## src/rtl/cl_pkg.sv

```systemverilog
// Shared definitions for the Camera Link frame emulator.
//   - default pixel width / tap count
//   - generator state and test-pattern enumerations
//   - packed shadow-configuration payload
//   - blanking counter load helper
package cl_pkg;

  localparam int unsigned CL_PIX_W_DEF = 8;
  localparam int unsigned CL_TAPS_DEF  = 2;
  localparam int unsigned CL_DIM_W     = 16;
  localparam int unsigned CL_BLANK_W   = 8;

  localparam logic [7:0] CL_CONST_PIX = 8'hA5;

  typedef enum logic [1:0] {
    CL_IDLE   = 2'd0,
    CL_FRONT  = 2'd1,
    CL_LINE   = 2'd2,
    CL_HBLANK = 2'd3
  } cl_gen_state_t;

  typedef enum logic [1:0] {
    CL_PAT_RAMP  = 2'd0,
    CL_PAT_CONST = 2'd1,
    CL_PAT_LINE  = 2'd2,
    CL_PAT_ZERO  = 2'd3
  } cl_pattern_t;

  // Frame geometry captured when a start request is sampled.
  typedef struct packed {
    logic [CL_DIM_W-1:0]   width;
    logic [CL_DIM_W-1:0]   height;
    logic [CL_BLANK_W-1:0] hblank;
    logic [CL_BLANK_W-1:0] vblank;
    cl_pattern_t           pattern;
  } cl_cfg_t;

  // Down-counter preload for a blanking period of max(len,1) cycles.
  function automatic logic [CL_BLANK_W-1:0] cl_blank_load(input logic [CL_BLANK_W-1:0] len);
    return (len == '0) ? '0 : len - CL_BLANK_W'(1);
  endfunction

endpackage

```

## src/rtl/cl_frame_generator_if.sv

```systemverilog
// Control / video bus of the Camera Link frame emulator.
//   master : drives start/abort and geometry, receives framing and pixels
//   slave  : the generator itself
// Signals:
//   start, abort             one-cycle requests
//   image_width/height       beats per line / lines per frame
//   hblank, vblank           blanking lengths in cycles
//   pattern                  test-pattern select
//   fval, lval, dval         frame / line / data valid
//   pix_data                 TAPS*PIX_W pixel beat, tap 0 in LSBs
//   busy, frame_done, cfg_err status
interface cl_frame_generator_if #(
  parameter int unsigned PIX_W = cl_pkg::CL_PIX_W_DEF,
  parameter int unsigned TAPS  = cl_pkg::CL_TAPS_DEF
) ();

  localparam int unsigned BEAT_W = PIX_W * TAPS;

  logic                          start;
  logic                          abort;
  logic [cl_pkg::CL_DIM_W-1:0]   image_width;
  logic [cl_pkg::CL_DIM_W-1:0]   image_height;
  logic [cl_pkg::CL_BLANK_W-1:0] hblank;
  logic [cl_pkg::CL_BLANK_W-1:0] vblank;
  logic [1:0]                    pattern;

  logic                          fval;
  logic                          lval;
  logic                          dval;
  logic [BEAT_W-1:0]             pix_data;
  logic                          busy;
  logic                          frame_done;
  logic                          cfg_err;

  modport master (
    output start, abort, image_width, image_height, hblank, vblank, pattern,
    input  fval, lval, dval, pix_data, busy, frame_done, cfg_err
  );

  modport slave (
    input  start, abort, image_width, image_height, hblank, vblank, pattern,
    output fval, lval, dval, pix_data, busy, frame_done, cfg_err
  );

endinterface

```

## src/rtl/cl_pattern_gen.sv

```systemverilog
// Combinational test-pattern mapper: (pattern, beat x, line y) -> one beat.
// Ports:
//   i_pattern  pattern select
//   i_x, i_y   beat and line index
//   o_beat_c   TAPS*PIX_W beat, tap 0 in LSBs (combinational)
module cl_pattern_gen #(
  parameter int unsigned PIX_W = cl_pkg::CL_PIX_W_DEF,
  parameter int unsigned TAPS  = cl_pkg::CL_TAPS_DEF
) (
  input  cl_pkg::cl_pattern_t          i_pattern,
  input  logic [cl_pkg::CL_DIM_W-1:0]  i_x,
  input  logic [cl_pkg::CL_DIM_W-1:0]  i_y,
  output logic [PIX_W*TAPS-1:0]        o_beat_c
);

  import cl_pkg::*;

  // Ramp arithmetic is done at 32 bits and truncated, giving mod 2^PIX_W.
  always_comb begin
    o_beat_c = '0;
    for (int t = 0; t < int'(TAPS); t++) begin
      case (i_pattern)
        CL_PAT_RAMP:  o_beat_c[t*PIX_W +: PIX_W] =
                        PIX_W'(32'(i_x) * 32'(TAPS) + 32'(t) + 32'(i_y));
        CL_PAT_CONST: o_beat_c[t*PIX_W +: PIX_W] = PIX_W'(CL_CONST_PIX);
        CL_PAT_LINE:  o_beat_c[t*PIX_W +: PIX_W] = PIX_W'(i_y);
        default:      o_beat_c[t*PIX_W +: PIX_W] = '0;
      endcase
    end
  end

endmodule

```

## src/rtl/cl_frame_generator.sv

```systemverilog
// Camera Link transmitter-side frame emulator.
// Emits one FVAL/LVAL/DVAL-framed frame of multi-tap test pixels per start.
// Ports:
//   sys_clk    sole clock, rising edge
//   sys_rst_n  asynchronous active-low reset
//   bus        cl_frame_generator_if.slave (control in, framing/pixels out)
// Request/geometry inputs are sampled into a one-cycle request stage; the
// FSM acts on that stage one edge later, so every output appears two edges
// after the sampled start. All outputs are registered from next-state logic.
module cl_frame_generator #(
  parameter int unsigned PIX_W = cl_pkg::CL_PIX_W_DEF,
  parameter int unsigned TAPS  = cl_pkg::CL_TAPS_DEF
) (
  input  logic                   sys_clk,
  input  logic                   sys_rst_n,
  cl_frame_generator_if.slave    bus
);

  import cl_pkg::*;

  localparam int unsigned BEAT_W = PIX_W * TAPS;

  localparam logic [1:0] ST_IDLE   = 2'(CL_IDLE);
  localparam logic [1:0] ST_FRONT  = 2'(CL_FRONT);
  localparam logic [1:0] ST_LINE   = 2'(CL_LINE);
  localparam logic [1:0] ST_HBLANK = 2'(CL_HBLANK);

  logic [1:0]            r_state;
  logic [CL_DIM_W-1:0]   r_x;
  logic [CL_DIM_W-1:0]   r_y;
  logic [CL_BLANK_W-1:0] r_cnt;
  cl_cfg_t               r_cfg;
  logic                  r_start_q;

  logic                  r_fval;
  logic                  r_lval;
  logic [BEAT_W-1:0]     r_pix;
  logic                  r_busy;
  logic                  r_done;
  logic                  r_err;

  logic [1:0]            w_state_nxt;
  logic [CL_DIM_W-1:0]   w_x_nxt;
  logic [CL_DIM_W-1:0]   w_y_nxt;
  logic [CL_BLANK_W-1:0] w_cnt_nxt;
  logic                  w_done_nxt;
  logic                  w_err_nxt;
  logic                  w_start_acc;
  logic                  w_last_beat;
  logic                  w_last_line;
  logic [BEAT_W-1:0]     w_beat;

  // A start is only taken while idle and not already pending; anything else
  // is dropped rather than queued.
  assign w_start_acc = bus.start & ~r_busy & ~r_start_q;

  assign w_last_beat = (r_x == r_cfg.width  - CL_DIM_W'(1));
  assign w_last_line = (r_y == r_cfg.height - CL_DIM_W'(1));

  // Next-state, counter and pulse logic.
  always_comb begin
    w_state_nxt = r_state;
    w_x_nxt     = r_x;
    w_y_nxt     = r_y;
    w_cnt_nxt   = r_cnt;
    w_done_nxt  = 1'b0;
    w_err_nxt   = 1'b0;

    case (r_state)
      ST_IDLE: begin
        if (r_start_q) begin
          if (r_cfg.width == '0 || r_cfg.height == '0) begin
            w_err_nxt = 1'b1;
          end else begin
            w_state_nxt = ST_FRONT;
            w_x_nxt     = '0;
            w_y_nxt     = '0;
            w_cnt_nxt   = cl_blank_load(r_cfg.vblank);
          end
        end
      end

      ST_FRONT: begin
        if (r_cnt == '0) begin
          w_state_nxt = ST_LINE;
          w_x_nxt     = '0;
        end else begin
          w_cnt_nxt = r_cnt - CL_BLANK_W'(1);
        end
      end

      ST_LINE: begin
        if (w_last_beat) begin
          if (w_last_line) begin
            w_state_nxt = ST_IDLE;
            w_done_nxt  = 1'b1;
          end else begin
            w_state_nxt = ST_HBLANK;
            w_cnt_nxt   = cl_blank_load(r_cfg.hblank);
          end
        end else begin
          w_x_nxt = r_x + CL_DIM_W'(1);
        end
      end

      ST_HBLANK: begin
        if (r_cnt == '0) begin
          w_state_nxt = ST_LINE;
          w_x_nxt     = '0;
          w_y_nxt     = r_y + CL_DIM_W'(1);
        end else begin
          w_cnt_nxt = r_cnt - CL_BLANK_W'(1);
        end
      end

      default: begin
        w_state_nxt = ST_IDLE;
      end
    endcase

    // Abort overrides everything except in IDLE, where a pending start wins.
    if (r_state != ST_IDLE && bus.abort) begin
      w_state_nxt = ST_IDLE;
      w_done_nxt  = 1'b0;
    end
  end

  // Pixel beat for the position the FSM is about to occupy.
  cl_pattern_gen #(
    .PIX_W (PIX_W),
    .TAPS  (TAPS)
  ) u_pattern (
    .i_pattern (r_cfg.pattern),
    .i_x       (w_x_nxt),
    .i_y       (w_y_nxt),
    .o_beat_c  (w_beat)
  );

  // State, shadow configuration and registered outputs.
  always_ff @(posedge sys_clk or negedge sys_rst_n) begin
    if (!sys_rst_n) begin
      r_state   <= ST_IDLE;
      r_x       <= '0;
      r_y       <= '0;
      r_cnt     <= '0;
      r_cfg     <= '0;
      r_start_q <= 1'b0;
      r_fval    <= 1'b0;
      r_lval    <= 1'b0;
      r_pix     <= '0;
      r_busy    <= 1'b0;
      r_done    <= 1'b0;
      r_err     <= 1'b0;
    end else begin
      r_state   <= w_state_nxt;
      r_x       <= w_x_nxt;
      r_y       <= w_y_nxt;
      r_cnt     <= w_cnt_nxt;
      r_start_q <= w_start_acc;
      if (w_start_acc) begin
        r_cfg <= '{width:   bus.image_width,
                   height:  bus.image_height,
                   hblank:  bus.hblank,
                   vblank:  bus.vblank,
                   pattern: cl_pattern_t'(bus.pattern)};
      end
      r_fval <= (w_state_nxt != ST_IDLE);
      r_lval <= (w_state_nxt == ST_LINE);
      r_pix  <= (w_state_nxt == ST_LINE) ? w_beat : '0;
      r_busy <= (w_state_nxt != ST_IDLE);
      r_done <= w_done_nxt;
      r_err  <= w_err_nxt;
    end
  end

  assign bus.fval       = r_fval;
  assign bus.lval       = r_lval;
  assign bus.dval       = r_lval;
  assign bus.pix_data   = r_pix;
  assign bus.busy       = r_busy;
  assign bus.frame_done = r_done;
  assign bus.cfg_err    = r_err;

endmodule

```

## src/flat_wrapper.sv

```systemverilog
// flat-port wrapper written by rule: the top's interface ports become plain ports
module cl_frame_generator_flat import cl_pkg::*;
#(
  parameter int unsigned PIX_W = cl_pkg::CL_PIX_W_DEF,
  parameter int unsigned TAPS  = cl_pkg::CL_TAPS_DEF
)
  (sys_clk, sys_rst_n, bus_start, bus_abort, bus_image_width, bus_image_height, bus_hblank, bus_vblank, bus_pattern, bus_fval, bus_lval, bus_dval, bus_pix_data, bus_busy, bus_frame_done, bus_cfg_err);
  cl_frame_generator_if #(.PIX_W(PIX_W), .TAPS(TAPS)) bus_i ();
  input  logic sys_clk;
  input  logic sys_rst_n;
  input wire logic [$bits(bus_i.start)-1:0] bus_start;
  input wire logic [$bits(bus_i.abort)-1:0] bus_abort;
  input wire logic [$bits(bus_i.image_width)-1:0] bus_image_width;
  input wire logic [$bits(bus_i.image_height)-1:0] bus_image_height;
  input wire logic [$bits(bus_i.hblank)-1:0] bus_hblank;
  input wire logic [$bits(bus_i.vblank)-1:0] bus_vblank;
  input wire logic [$bits(bus_i.pattern)-1:0] bus_pattern;
  output wire logic [$bits(bus_i.fval)-1:0] bus_fval;
  output wire logic [$bits(bus_i.lval)-1:0] bus_lval;
  output wire logic [$bits(bus_i.dval)-1:0] bus_dval;
  output wire logic [$bits(bus_i.pix_data)-1:0] bus_pix_data;
  output wire logic [$bits(bus_i.busy)-1:0] bus_busy;
  output wire logic [$bits(bus_i.frame_done)-1:0] bus_frame_done;
  output wire logic [$bits(bus_i.cfg_err)-1:0] bus_cfg_err;
  assign bus_i.start = bus_start;
  assign bus_i.abort = bus_abort;
  assign bus_i.image_width = bus_image_width;
  assign bus_i.image_height = bus_image_height;
  assign bus_i.hblank = bus_hblank;
  assign bus_i.vblank = bus_vblank;
  assign bus_i.pattern = bus_pattern;
  assign bus_fval = bus_i.fval;
  assign bus_lval = bus_i.lval;
  assign bus_dval = bus_i.dval;
  assign bus_pix_data = bus_i.pix_data;
  assign bus_busy = bus_i.busy;
  assign bus_frame_done = bus_i.frame_done;
  assign bus_cfg_err = bus_i.cfg_err;
  cl_frame_generator #(.PIX_W(PIX_W), .TAPS(TAPS)) u_core (.sys_clk(sys_clk), .sys_rst_n(sys_rst_n), .bus(bus_i));
endmodule
```

## config.mk

```make
export PLATFORM = sky130hd
export DESIGN_NAME = cl_frame_generator_flat
export DESIGN_NICKNAME = d
export VERILOG_FILES = /design/src/rtl/cl_pkg.sv /design/src/rtl/cl_frame_generator_if.sv /design/src/rtl/cl_pattern_gen.sv /design/src/rtl/cl_frame_generator.sv /design/src/flat_wrapper.sv
export SDC_FILE = /design/constraint.sdc
export NUM_CORES = 1
export LEC_CHECK = 0
export CORE_UTILIZATION = 40
export DETAILED_ROUTE_END_ITERATION = 8
export RECOVER_POWER = 25
export SYNTH_ARGS = -nofsm -noshare
export SYNTH_HDL_FRONTEND = slang
export SYNTH_SLANG_ARGS = --single-unit
```

## constraint.sdc

```tcl
create_clock -name sys_clk -period 8.4 [get_ports sys_clk]
set_input_delay 0.84 -clock sys_clk [delete_from_list [all_inputs] [get_ports sys_clk]]
set_output_delay 0.84 -clock sys_clk [all_outputs]
set_load 0.05 [all_outputs]
```

==> reports/results.ini <==
[layout]
final_area_um2 = 8540
final_common_cell = dfrtp_1
antennaDiodeCount = 0
fill_cells = 1624
area_growth_pct = 20.5
multi_input_area_um2 = 3940
final_nets = 889
finalCoreUtilization_pct = 49.4
fin_cells = 1052
regArea_um2 = 2830
layout-drive-gt1-share_pct = 10.9
final_cell_mix = dfrtp_1, clkdlybuf4s50_1, nand2_1

[global_routing]
first_global_vias = 5854
antenna_found_initial = 0
grt_first_pass_wirelength_um = 29800
track_usage_pct = 20.9
grt_overflow_total = 0
grt_max_degree = 67

[clock_tree]
worstSkewPairLatency_ns = 0.42
cts_hold_buf = 0
ctsResizeCount = 0
ctsHtreeMaxLevel = 4
cts_root_buffer = clkbuf_16
cts.sinks = 113
clk_path_buf_depth = 2
cts_setup_buffers = 0
cts_tree = built
cts.clk_slew.worst_paths_ns = 0.06
numCtsBuffers = 17

[route]
vias = 5888
drc = 0
firstDrtPassIters = 5
wire_per_inst_um = 17.0
routed_wl_um = 17900
ant_nets = 0
via_per_inst = 5.60
drt_iter0_drc = 409

[critical_path]
crit_type = reg -> reg
slowest_delay_ns = 0.68
worst_setup_path_end_kind = flip-flop
required_ns = 8.68
cp_slowest_cell = or4_1
path_cells = or4_1, nor3_1, nand2_1, a221o_1, nor4b_4, and2_1, nor2b_1, o21ai_0, a22oi_1, o21ai_0, ha_1, a21oi_1, nand2_1, a21o_1, a21o_1, a41o_1, a21oi_1, nand3b_1, a31oi_1
cp_max_fo = 10
worst_setup_path_start_kind = flip-flop
worst_ep_arrival_time_ns = 5.58

[hold_path]
hold_class = reg -> reg

[sta]
setup_viol = 0
final_hold_viol_count = 0
slew_violations = 49
relSlewSlack_pct = -79.9
period_needed_ns = 5.30
tightest_slew_ns = 2.70
fin_ws_ns = 3.10
whs_ns = 0.552
skew_ns = 0.0102
rsz0062_at_grt = false
setup_tns_ns = 0
clock.fmax_mhz = 189
finalCritPeriodShare_pct = 63.1

[yosys]
synth_async_sr_flop_share_pct = 100
synth_ff_type = dfrtp_1
synth_edf_count = 0
synth_area_um2 = 7080
yosys.area.top_type = dfrtp_1
post_synth_main_area_contributors = dfrtp_1, mux2_2, xnor2_1
synth_top_area_share_pct = 39.9
ys_seq_elements = 113
ys_warn_count = 0
syn_area_per_cell_um2 = 9.31
ys_seq_area_share_pct = 39.9
synth.distinct_cells = 67
syn_nets = 836
synthCells = 761

[placed_design]
hpwl_um = 13200
post-place-ws_ns = 3.10
placed_cell_area_um2 = 7950
place_congestion = 0.853
dp.cells = 1020
port_buffers = 75

[power]
powerDensity_nw_per_um2 = 299
leakagePower_nw = 3.55
peakVddDrop_mv = 0.201
power_mw = 2.55

[floorplanning]
die_w_um = 135
coreArea_um2 = 17300
num_io_pins = 76
rows = 48
start_util_pct = 41.0
die_y_um = 135
die_area_um2 = 18200

[flow_run]
cap_viol_max_count = 1

[run_status]
outcome = complete, but fails checks
violations = max-capacitance violations, max-slew violations

==> report_power, final <==
group / total (mW) / internal [mW] / switching, mW
combinational: 0.916 / 0.418 / 0.498
sequential: 0.910 / 0.696 / 0.214
clock: 0.727 / 0.474 / 0.253
==> layer usage <==
metal	share of wire [%]	wire length [µm]	vias up	track usage, %
li1	-	-	2862	-
met1	47	8410	2861	27.1
met2	47	8440	144	35.0
met3	4.1	741	21	4.54
met4	1.7	308	0	6.18
met5	0	0	-	0
==> kinds of logic after synthesis <==
logic type,after synthesis,synth area share (%)
flops,113,39.9
xor+xnor,72,8.90
mux,47,7.40
fa+ha+maj,21,3.92
compound gates,180,16.6
buf+inv,74,4.40
simple gates,254,18.9
==> registers in the layout, indices dropped and copies added (netlist names), 2 cells and up <==
| signal | flops |
|---|---|
| u_core.r_y | 16 |
| u_core.r_cnt | 8 |
| u_core.bus.pix_data | 16 |
| u_core.r_x | 16 |
| u_core.r_cfg | 50 |
| u_core.r_state | 2 |
==> worst max-delay path, delay by kind of cell (launching register included) <==
| kind | cells | cell delay (ns) |
|---|---|---|
| adders and majority gates | 1 | 0.39 |
| DFF | 1 | 0.47 |
| AOI/OAI and AO/OA | 10 | 2.02 |
| and+or+nand+nor | 8 | 2.28 |
==> synth_stat cells, types with 7 or more instances <==
library cell,instances
a22oi_1,9
nand3_1,18
clkbuf_1,36
a31oi_1,16
nor2_1,49
or4_1,15
nand2b_1,9
ha_1,19
dfrtp_1,113
o21ai_0,48
o21a_1,8
nor3_1,22
and3_1,11
nor4_1,8
a21o_1,7
o31ai_1,7
xor2_1,36
a21oi_1,36
or3_1,13
nand3b_1,8
xnor2_1,36
nand2_1,64
mux2_2,43
nand4_1,8
inv_1,27
==> worst paths after layout <==
| check | start | endpoint | slack [ns] | cells past startpoint |
|---|---|---|---|---|
| setup / recovery | u_core.r_cfg[36]$_DFFE_PN0P_ | u_core.bus.pix_data[15]$_DFF_PN0_ | 3.10 | 19 |
| hold / removal | u_core.r_cfg[7]$_DFFE_PN0P_ | u_core.r_cfg[7]$_DFFE_PN0P_ | 0.55 | 1 |
| setup reg to reg | u_core.r_cfg[36]$_DFFE_PN0P_ | u_core.bus.pix_data[15]$_DFF_PN0_ | 3.10 | 19 |
| hold reg to reg | u_core.r_cfg[7]$_DFFE_PN0P_ | u_core.r_cfg[7]$_DFFE_PN0P_ | 0.55 | 1 |
| max in group asynchronous | sys_rst_n | u_core.r_y[3]$_DFF_PN0_ | 5.15 | 2 |
| min in group asynchronous | sys_rst_n | u_core.r_cfg[48]$_DFFE_PN0P_ | 1.26 | 1 |
==> area by class of cell <==
class,count,area share [%]
multi-input combinational,574,46.2
timing repair buffer,80,9.11
clock inverter,9,1.22
inverter,28,1.23
sequential,113,33.1
clock buffer,23,5.83
tap,225,3.30
Power figures use the tool's default switching activity.
